--- src/rtl/creg_bank.sv ---
// creg_bank: bank of NCH compare channels against a shared free-running counter.
//
// Each channel has a shadow register (sh), an active compare register (cr),
// a load-pending flag (lp) and an enable bit (cen). Writes land in the
// shadow register. They are either copied to the active register at once
// (imm = 1) or deferred to the next count_wrap (imm = 0).
// The active register is compared with count every cycle. A rising edge of
// (eq & cen) produces a one-cycle registered match pulse. The pulse sets a
// sticky pend flag, and irq is the registered OR of all pend flags.
//
// There is no valid/ready handshake. Every control input is a single-cycle
// strobe sampled on the rising edge of sys_clk.
//
// Ports:
//   sys_clk     clock, all state changes on the rising edge
//   resetl      asynchronous active-low reset
//   count       counter value compared against every active register
//   count_wrap  one-cycle pulse, counter returned to 0 this cycle
//   din         write data
//   wr          write strobe for channel wsel
//   wsel        write channel select (values >= NCH are ignored)
//   imm         sampled with wr: 1 = load active now, 0 = defer to wrap
//   cen_wr      load the channel-enable mask from cen_din
//   cen_din     channel-enable mask data
//   ack         per-channel pend clear strobes
//   rd          readback request, drives dout_oe
//   rsel        readback channel select (values >= NCH read as 0)
//   dout        active register of channel rsel, combinational
//   dout_oe     tristate drive enable, equals rd
//   match       registered one-cycle match pulses
//   pend        sticky pending flags
//   irq         registered OR of pend
module creg_bank #(
  parameter int WIDTH = 11,
  parameter int NCH   = 4,
  localparam int SW   = (NCH > 1) ? $clog2(NCH) : 1
) (
  input  logic             sys_clk,
  input  logic             resetl,
  input  logic [WIDTH-1:0] count,
  input  logic             count_wrap,
  input  logic [WIDTH-1:0] din,
  input  logic             wr,
  input  logic [SW-1:0]    wsel,
  input  logic             imm,
  input  logic             cen_wr,
  input  logic [NCH-1:0]   cen_din,
  input  logic [NCH-1:0]   ack,
  input  logic             rd,
  input  logic [SW-1:0]    rsel,
  output logic [WIDTH-1:0] dout,
  output logic             dout_oe,
  output logic [NCH-1:0]   match,
  output logic [NCH-1:0]   pend,
  output logic             irq
);

  logic [WIDTH-1:0] sh [NCH];
  logic [WIDTH-1:0] cr [NCH];
  logic [NCH-1:0]   lp;
  logic [NCH-1:0]   cen;
  logic [NCH-1:0]   wr_hit;
  logic [NCH-1:0]   hit;
  logic [NCH-1:0]   hit_q;

  // Decode the write select. wsel values >= NCH match no channel, so such
  // writes are dropped.
  always_comb begin
    wr_hit = '0;
    for (int i = 0; i < NCH; i++) begin
      wr_hit[i] = wr && (wsel == SW'(i));
    end
  end

  // Shadow/active register update. A write beats a pending wrap transfer
  // on the same channel: when a write coincides with count_wrap, the new
  // data goes straight into the active register. This means the stale
  // shadow value is never made active.
  always_ff @(posedge sys_clk or negedge resetl) begin
    if (!resetl) begin
      for (int i = 0; i < NCH; i++) begin
        sh[i] <= '0;
        cr[i] <= '0;
      end
      lp <= '0;
    end else begin
      for (int i = 0; i < NCH; i++) begin
        if (wr_hit[i]) begin
          sh[i] <= din;
          if (imm || count_wrap) begin
            cr[i] <= din;
            lp[i] <= 1'b0;
          end else begin
            lp[i] <= 1'b1;
          end
        end else if (count_wrap && lp[i]) begin
          cr[i] <= sh[i];
          lp[i] <= 1'b0;
        end
      end
    end
  end

  // Qualified equality per channel.
  always_comb begin
    hit = '0;
    for (int i = 0; i < NCH; i++) begin
      hit[i] = cen[i] && (cr[i] == count);
    end
  end

  // Edge detection against the previous cycle's qualified equality. A new
  // edge can come from count moving onto cr, from cr moving onto a static
  // count, or from cen turning on. pend sets from the registered match
  // pulse, and that set has priority over a same-cycle ack.
  always_ff @(posedge sys_clk or negedge resetl) begin
    if (!resetl) begin
      cen   <= '0;
      hit_q <= '0;
      match <= '0;
      pend  <= '0;
      irq   <= 1'b0;
    end else begin
      if (cen_wr) begin
        cen <= cen_din;
      end
      hit_q <= hit;
      match <= hit & ~hit_q;
      pend  <= (pend & ~ack) | match;
      irq   <= |pend;
    end
  end

  // Readback mux. An out-of-range rsel selects nothing and reads as 0.
  always_comb begin
    dout = '0;
    for (int i = 0; i < NCH; i++) begin
      if (rsel == SW'(i)) begin
        dout = cr[i];
      end
    end
  end

  assign dout_oe = rd;

endmodule

--- config.mk ---
export PLATFORM = sky130hd
export DESIGN_NAME = creg_bank
export DESIGN_NICKNAME = d
export VERILOG_FILES = /design/src/rtl/creg_bank.sv
export SDC_FILE = /design/constraint.sdc
export NUM_CORES = 1
export LEC_CHECK = 0
export BUFFER_PORTS_ARGS = -buffer_cell sky130_fd_sc_hd__buf_4
export CORE_MARGIN = 3
export CORE_UTILIZATION = 50
export CTS_CLUSTER_DIAMETER = 30
export CTS_CLUSTER_SIZE = 40
export DETAILED_ROUTE_END_ITERATION = 16
export PLACE_DENSITY_LB_ADDON = 0.2
export SLEW_MARGIN = 0
export SYNTH_ARGS = -nofsm -noshare
export SYNTH_HDL_FRONTEND = slang
export SYNTH_SLANG_ARGS = --single-unit
--- constraint.sdc ---
create_clock -name sys_clk -period 1.26 [get_ports sys_clk]
set_input_delay 0.252 -clock sys_clk [delete_from_list [all_inputs] [get_ports sys_clk]]
set_output_delay 0.252 -clock sys_clk [all_outputs]
set_load 0.01 [all_outputs]
Word level (Yosys, flattened, before mapping)
Index checks and enable logic that the tools add are counted.

storage, ports and cells
  bits in registers = 109
  input port bits = 41
  output and inout port bits = 21
  word-level logic and storage cells = 82

cells by class
  equal/unequal tests = 14
  mux-type cells = 22
  bitwise gates (word level) = 5
  reductions and logical operators = 24

operator list
  kind                  count
  $mux W11              13
  $eq A11 B11 Y1        4
  $logic_and A1 B1 Y1   12
  $mux W1               9
  $and A4 B4 Y4         2
  $eq A2 B2 Y1 const B  4
  $ne A2 B1 Y1 const B  4
  $not A4 Y4            2
  $reduce_and A2 Y1     4
  $reduce_bool A2 Y1    4
  $eq A2 B1 Y1 const B  2
  $logic_not A2 Y1      2
  $or A4 B4 Y4          1
  $reduce_or A4 Y1      1
  $logic_or A1 B1 Y1    1

Longest topological paths before layout
Gate-level depths: netlist of run 1.

  depth in word-level cells = 5
  gate-level depth with buffers = 6
  depth with buffers taken out = 4

Least setup slack after synthesis of run 1
No wires, ideal clock.

  path kind = input-to-reg
  start = input wsel[1]
  end = register cr[34] in the netlist's numbering
  arrival time = 1301 ps
  path slack = -166 ps
  stages on the path = 4
  path buffers = 1
  cells stage by stage = nor3b_4 buf_6 mux2_2 mux2_2

between the ends
  word-level cells in the longest chain between the ends = 4
  elaborated cells on any way between the ends = 6
  those cells by class = eq/ne (1); mux (1); reduce/logical (4)

ends and longest elaborated chain
  item                                                          line  source
  start, declared                                               44    input logic [SW-1:0] wsel,
  $logic_not A2 Y1 *                                            71    wr_hit[i] = wr && (wsel == SW'(i));
  $logic_and A1 B1 Y1 *                                         71
  $ne A2 B1 Y1 (no line) or $reduce_bool A2 Y1 (tied branches)  -
  $reduce_and A2 Y1 (no line)                                   -
  end signal, assigned by index                                 91    cr[i] <= din;
  end signal, assigned by index                                 97    cr[i] <= sh[i];
  end, declared                                                 59    logic [WIDTH-1:0] cr [NCH];

Every way passes the cells marked *; elsewhere a longest branch is shown, timed or not.
A chain may end at the register's enable or synchronous reset.

Worst setup path in the final report of run 1
  start = register cr[10] in the netlist's numbering
  end = output dout[10]

between the ends
  word-level cells in the longest chain between the ends = 1

ends and longest elaborated chain
  item           line  source
  $mux W11       138   if (rsel == SW'(i)) begin
  end, declared  51    output logic [WIDTH-1:0] dout,

Every way passes these cells.

==> results.sh, run 1 <==
export IMPL_wl_met1_um=5180
export IMPL_ys_warn_count=0
export IMPL_crit_start="cr[10]"
export IMPL_rsz0062_at_grt="yes"
export IMPL_dr_wl_met3_um=766
export IMPL_critPathTopFamily="multiplexers"
export IMPL_rows=35
export IMPL_drt_iter0_markers=145
export IMPL_track_usage_pct=23.5
export IMPL_die_y_um=105
export IMPL_synth_simple_area_share_pct=5.06
export IMPL_crit_arrival_ns=1.53
export IMPL_dieArea_um2=11000
export IMPL_ant_nets=0
export IMPL_critPathBufInv=2
export IMPL_cts_max_level=3
export IMPL_r2r_end="match[3]"
export IMPL_gp_congestion=0.831
export IMPL_antenna_found_initial=0
export IMPL_drive_gt1_share_pct=62.2
export IMPL_crit_slowest_cell="mux4_2"
export IMPL_syn_area_um2=4900
export IMPL_drv_slew=0
export IMPL_avgSynthCellArea_um2=14.6
export IMPL_path_max_fanout=2
export IMPL_portBuffers=59
export IMPL_postPlaceCellArea_um2=6010
export IMPL_fin_ws_ns=-0.519
export IMPL_ys_ff_latch=109
export IMPL_viasPerCell=5.41
export IMPL_clock_path_buffers=2
export IMPL_leakagePower_nw=3.20
export IMPL_finalPower_mw=11.4
export IMPL_muxShareOfSynthArea_pct=26.4
export IMPL_rrSetupSlack_ns=-0.23
export IMPL_cp_slowest_stage_delay_ns=0.49
export IMPL_cp_endpoint="dout[10]"
export IMPL_diodes=0
export IMPL_slew_headroom_pct=74.8
export IMPL_die_w_um=105
export IMPL_max_freq_mhz=562
export IMPL_hold_depth=2
export IMPL_worst_pin_slew_ns=0.378
export IMPL_cts_tree="built"
export IMPL_min_period_ns=1.78
export IMPL_final_core_utilization_pct=72.6
export IMPL_synth_compound_area_share_pct=2.63
export IMPL_path_clk_slew_ns=0.12
export IMPL_path_cells="buf_6 -> mux4_2 -> buf_6"
export IMPL_violations="setup timing"
export IMPL_clock_skew_ns=0.0162
export IMPL_drt_drc_violations_left=0
export IMPL_status="complete, but fails checks"
export IMPL_setup_viol=27
export IMPL_r2r_start="cr[3]"
export IMPL_highest_layer="met4"
export IMPL_io_pin_count=62
export IMPL_power_density_nw_per_um2=1670
export IMPL_required_ns=1.01
export IMPL_worstSetupEndpointType="output port"
export IMPL_cts_num_sinks=109
export IMPL_critical_path_most_common_cell="buf_6"
export IMPL_final_area_um2=6800
export IMPL_hpwlAfterDp_um=8430
export IMPL_num_nets_final=510
export IMPL_hold_class="primary input to flip-flop"
export IMPL_ys_types=34
export IMPL_via_count=3261
export IMPL_grt_ovfl_total=0
export IMPL_grt_pass1_wl_um=19700
export IMPL_synth_adder_area_share_pct=0
export IMPL_crit_cells=3
export IMPL_firstDrtPassIters=4
export IMPL_syn_to_final_growth_pct=38.8
export IMPL_reg2reg_depth=5
export IMPL_finalHoldViolations=0
export IMPL_numCtsBuffers=9
export IMPL_wl_met2_um=6340
export IMPL_critical_path_class="flip-flop to output port"
export IMPL_core_area_um2=9370
export IMPL_initial_core_util_pct=52.3
export IMPL_synth_cells=335
export IMPL_drv_cap=0
export IMPL_grt_pass1_vias=3560
export IMPL_synth_xor_area_share_pct=6.97
export IMPL_final_cell_mix="109 x dfrtp_1, 106 x buf_4, 45 x mux2_2"
export IMPL_cts_root_buffer="clkbuf_8"
export IMPL_finalCritPeriodShare_pct=141
export IMPL_startpoint_type="flip-flop"
export IMPL_finalWirelength_um=12600
export IMPL_routedWlPerCell_um=20.9
export IMPL_synth_nets=376
export IMPL_final_common_cell="dfrtp_1"
export IMPL_ir_worst_vdd_v=0.000957
export IMPL_synth_top_family_by_area="multiplexers"
export IMPL_synth_seq_area_share_pct=55.7
export IMPL_insertion_delay_ns=0.38
export IMPL_grt_max_degree=44
[cell families (layout without fill, tap and decap cells)]
logic type,after synthesis,in the layout
compound gates,19,20
xor+xnor,39,39
mux,101,101
simple gates,39,39
buf+inv,28,166
flops,109,109
[power breakdown]
group	internal [mW]	total, mW	switching, mW
clock network	0.757	2.03	1.28
registers	4.30	4.80	0.500
logic	2.84	4.52	1.68
total	7.89	11.4	3.46
[flip-flops by register name, indices dropped and copies added, names as in the netlist]
register  cells
pend          4
cr           44
irq           1
match         4
sh           44
cen           4
lp            4
hit_q         4
[layer usage]
layer	global-route usage, %	up-vias
met5	0	-
met4	7.50	0
met3	4.94	25
met2	38.6	106
met1	31.5	1676
li1	-	1454
[cell usage after synthesis]
library cell / number / area share (%)
a211oi_1: 1 / 0.15
a21o_1: 4 / 0.61
a21o_2: 1 / 0.18
a21oi_1: 7 / 0.71
a21oi_2: 1 / 0.18
a221oi_1: 1 / 0.18
a222oi_1: 1 / 0.20
buf_2: 4 / 0.41
buf_4: 2 / 0.31
buf_6: 4 / 0.92
clkbuf_1: 7 / 0.54
clkbuf_2: 1 / 0.10
clkbuf_8: 1 / 0.28
dfrtp_1: 109 / 56
inv_1: 9 / 0.69
mux2_1: 3 / 0.69
mux2_2: 78 / 18
mux2_4: 9 / 2.8
mux4_2: 11 / 5.1
nand2_1: 4 / 0.31
nand3_2: 1 / 0.20
nand3b_4: 2 / 0.82
nand4_1: 10 / 1.3
nor2_1: 11 / 0.84
nor2_2: 1 / 0.13
nor3_1: 4 / 0.41
nor3b_4: 1 / 0.38
nor4_1: 3 / 0.38
o21ai_0: 1 / 0.10
o221ai_1: 1 / 0.18
o22ai_1: 1 / 0.13
or4_1: 2 / 0.31
xnor2_1: 38 / 6.8
xor2_1: 1 / 0.18
[area by class of cell]
cell class                 count  area (µm²)
fill                         611        2570
multi-input combinational    199        2400
sequential                   109        2730
clock inverter                 6        53.8
inverter                       9        33.8
timing repair buffer         141        1300
clock buffer                  10         128
tap                          129         161
[metrics by stage]
stage          setup TNS, ns  cells  hold slack, ns  setup WS [ns]
6_report               -5.60    603          0.0984         -0.519
5_1_grt                -7.25    603          0.0841         -0.565
4_1_cts                -5.43    593          0.0874         -0.521
3_5_place_dp          -15.83    558          0.0970         -0.350
3_3_place_gp          -14.69    558          0.0960         -0.321
2_1_floorplan          -1.48    335         -0.0436         -0.153
[worst min path at each step]
| stage | startpoint | end | slack (ns) |
|---|---|---|---|
| floorplan | resetl | cen[0] | -0.04 |
| global placement | resetl | sh[23] | 0.1 |
| detailed placement | resetl | sh[1] | 0.1 |
| CTS | cen_din[1] | cen[1] | 0.09 |
| global route | cen_din[0] | cen[0] | 0.08 |
| finish | cen_din[2] | cen[2] | 0.1 |
[repair_timing]
item,in CTS,in global routing
pin swaps,13,13
setup endpoints to repair,16,44
hold endpoints to repair,109,0
gates cloned,0,2
resized for setup,32,40
hold buffers,1,0
buffers inserted,19,8
No activity file was read; power rests on OpenSTA's default activity.
==> run 2: changes to the inputs <==
--- a/config.mk
+++ b/config.mk
@@ -5,6 +5,7 @@
 export SDC_FILE = /design/constraint.sdc
 export NUM_CORES = 1
 export LEC_CHECK = 0
+export ABC_AREA = 1
 export BUFFER_PORTS_ARGS = -buffer_cell sky130_fd_sc_hd__buf_4
 export CORE_MARGIN = 3
 export CORE_UTILIZATION = 50
@@ -16,3 +17,4 @@
 export SYNTH_ARGS = -nofsm -noshare
 export SYNTH_HDL_FRONTEND = slang
 export SYNTH_SLANG_ARGS = --single-unit
+export TNS_END_PERCENT = 30
==> results.sh, run 2 <==
export IMPL_status="complete, but fails checks"
export IMPL_violations="setup timing"
export IMPL_rsz0062_at_grt="yes"
export IMPL_yosysMostFrequentCell="nand2_1"
export IMPL_drive_gt1_share_pct=23.1
export IMPL_antenna_found_initial=0
export IMPL_ys_ff_latch=109
export IMPL_syn_to_final_growth_pct=26.9
export IMPL_setup_viol=14
export IMPL_final_common_cell="nand2_1"
export IMPL_die_w_um=106
export IMPL_ys_async_sr_fraction_pct=100
export IMPL_ant_nets=0
export IMPL_postPlaceCellArea_um2=5890
export IMPL_gp_congestion=0.941
export IMPL_reg2reg_depth=12
export IMPL_post_place_cells=838
export IMPL_drv_slew=0
export IMPL_path_clk_slew_ns=0.10
export IMPL_syn_area_um2=5010
export IMPL_synth_top_area_share_pct=54.4
export IMPL_grt_max_degree=65
export IMPL_netSwitchingFraction_pct=33.4
export IMPL_synth_cells=639
export IMPL_grt_pass1_vias=4573
export IMPL_path_cells="inv_2 -> o22ai_2 -> a21oi_1 -> o21ai_1 -> buf_4"
export IMPL_synth_top_family_by_area="simple AND/OR/NAND/NOR gates"
export IMPL_leakagePower_nw=3.34
export IMPL_synth_xor_area_share_pct=0.349
export IMPL_grt_pass1_wl_um=22300
export IMPL_synth_simple_area_share_pct=20.7
export IMPL_portBuffers=59
export IMPL_finalCritPeriodShare_pct=121
export IMPL_synthTopCellsByArea="dfrtp_1 54%, nand2_1 17%, o21ai_0 8.5%"
export IMPL_muxShareOfSynthArea_pct=0.225
export IMPL_via_count=4554
export IMPL_finalWirelength_um=14000
export IMPL_finalPower_mw=9.75
export IMPL_fin_cells=878
export IMPL_crit_arrival_ns=1.27
export IMPL_drv_cap=0
export IMPL_p_comb_share_pct=30.6
export IMPL_rows=35
export IMPL_initial_core_util_pct=52.8
export IMPL_hpwlAfterDp_um=9850
export IMPL_drt_iter0_markers=321
export IMPL_numCtsBuffers=9
export IMPL_grt_ovfl_total=0
export IMPL_reg_top3="cr: 44 flops, sh: 44 flops"
export IMPL_final_fill_count=807
export IMPL_critical_path_class="flip-flop to output port"
export IMPL_drt_drc_violations_left=0
export IMPL_critPathBufInv=2
export IMPL_dieArea_um2=11300
export IMPL_synth_compound_area_share_pct=14.5
export IMPL_power_density_nw_per_um2=1530
export IMPL_pwr_share_seq_pct=46.6
export IMPL_hold_class="primary input to flip-flop"
export IMPL_diodes=0
export IMPL_synth_seq_area_share_pct=54.4
export IMPL_required_ns=1.01
export IMPL_path_max_fanout=2
export IMPL_min_period_ns=1.52
export IMPL_power_frac_clock_pct=22.8
export IMPL_final_area_um2=6370
export IMPL_fin_ws_ns=-0.265
export IMPL_synth_nets=680
export IMPL_insertion_delay_ns=0.37
export IMPL_synth_edf_count=0
export IMPL_final_core_utilization_pct=67.0
export IMPL_routedWlPerCell_um=15.9
export IMPL_final_cell_mix="221 x nand2_1, 109 x dfrtp_1, 100 x buf_4"
export IMPL_intPower_mw=6.49
export IMPL_finalHoldViolations=0
export IMPL_crit_cells=5
export IMPL_synth_flop_cell="dfrtp_1"
export IMPL_ys_types=22
export IMPL_io_pin_count=62
export IMPL_startpoint_type="flip-flop"
export IMPL_yosysTopAreaCell="dfrtp_1"
export IMPL_synth_adder_area_share_pct=0
export IMPL_avgSynthCellArea_um2=7.85
export IMPL_firstDrtPassIters=5
export IMPL_slew_headroom_pct=73.2
export IMPL_hold_depth=2
export IMPL_track_usage_pct=25.4
export IMPL_netlist_top_cells_count="222 x nand2_1, 109 x dfrtp_1, 102 x inv_1"
export IMPL_viasPerCell=5.19
export IMPL_clock_skew_ns=0.0126
export IMPL_clock_path_buffers=2
export IMPL_max_freq_mhz=656
export IMPL_die_y_um=106
export IMPL_core_area_um2=9500
export IMPL_worst_pin_slew_ns=0.401
export IMPL_cp_slowest_stage_delay_ns=0.40
export IMPL_ys_warn_count=0
export IMPL_ir_worst_vdd_v=0.000867
export IMPL_cts_num_sinks=109
export IMPL_critPathTopFamily="flip-flops"
export IMPL_cts_max_level=3
export IMPL_cts_root_buffer="clkbuf_8"
export IMPL_num_nets_final=785
export IMPL_crit_slowest_cell="dfrtp_1"
export IMPL_switchingPower_mw=3.26
export IMPL_worstSetupEndpointType="output port"
export IMPL_cts_tree="built"
==> run 2: cell types whose count changed after synthesis, sizes merged, moves of 12 or more <==
cell and change:
xnor2 -36, o22ai +13, o21ai +107, nand3 +12
nand2 +218, inv +94, nor2 +12, mux2 -89
==> run 2: power by group through the flow <==
stage | clock [mW] | combinational [mW] | sequential [mW]
floorplan | 0 | 1.50 | 4.47
global placement | 0 | 2.46 | 4.54
detailed placement | 0 | 2.50 | 4.56
CTS | 2.25 | 2.80 | 4.52
global route | 2.39 | 3.30 | 4.62
finish | 2.22 | 2.98 | 4.54
==> run 2: worst paths after layout <==
path | start | endpoint | slack (ns)
max in group asynchronous | resetl | hit_q[0] | 0.51
max reg2reg | cr[36] | match[0] | -0.22
min | ack[0] | pend[0] | 0.05
max | cr[25] | dout[3] | -0.26
min reg2reg | hit_q[3] | match[3] | 0.40
min in group asynchronous | resetl | sh[19] | 0.20
==> run 2: per-stage QoR <==
stage	hold WS [ns]	TNS, ns	setup WS (ns)
6_report	0.0497	-3.05	-0.265
5_1_grt	0.0418	-4.29	-0.364
4_1_cts	0.0424	-3.12	-0.264
3_5_place_dp	0.0577	-8.86	-0.553
3_3_place_gp	0.0589	-6.35	-0.477
2_1_floorplan	-0.0436	0	0.0511
==> run 2: logic make-up (layout without fill, tap and decap cells) <==
kind of cell           count (synthesis)  count (layout)
AND/OR/NAND/NOR                      263             263
AO/OA/AOI/OAI                        140             140
buffers and inverters                124             234
flip-flops                           109             109
XOR/XNOR                               2               2
multiplexers                           1               1
==> run 2: area by class of cell <==
cell class	instances	area, µm²	area share (%)
clock buffer	11	141	2.22
clock inverter	5	67.6	1.06
inverter	104	393	6.17
multi-input combinational	406	1870	29.4
sequential	109	2730	42.8
tap	129	161	2.54
timing repair buffer	114	1000	15.8
==> run 2: repair_timing <==
item | in CTS | in global routing
endpoints found under the hold margin | 109 | 0
buffers inserted | 14 | 8
pin swaps | 9 | 6
setup endpoints to repair | 11 | 33
hold buffers | 1 | 0
gates cloned | 1 | 0
resized for setup | 44 | 13
==> run 2: layer usage <==
metal	up-vias	GRT usage [%]	wire length, µm
li1	2194	-	-
met1	2166	32.9	5790
met2	159	43.0	6860
met3	35	4.80	895
met4	0	8.60	422
met5	-	0	0
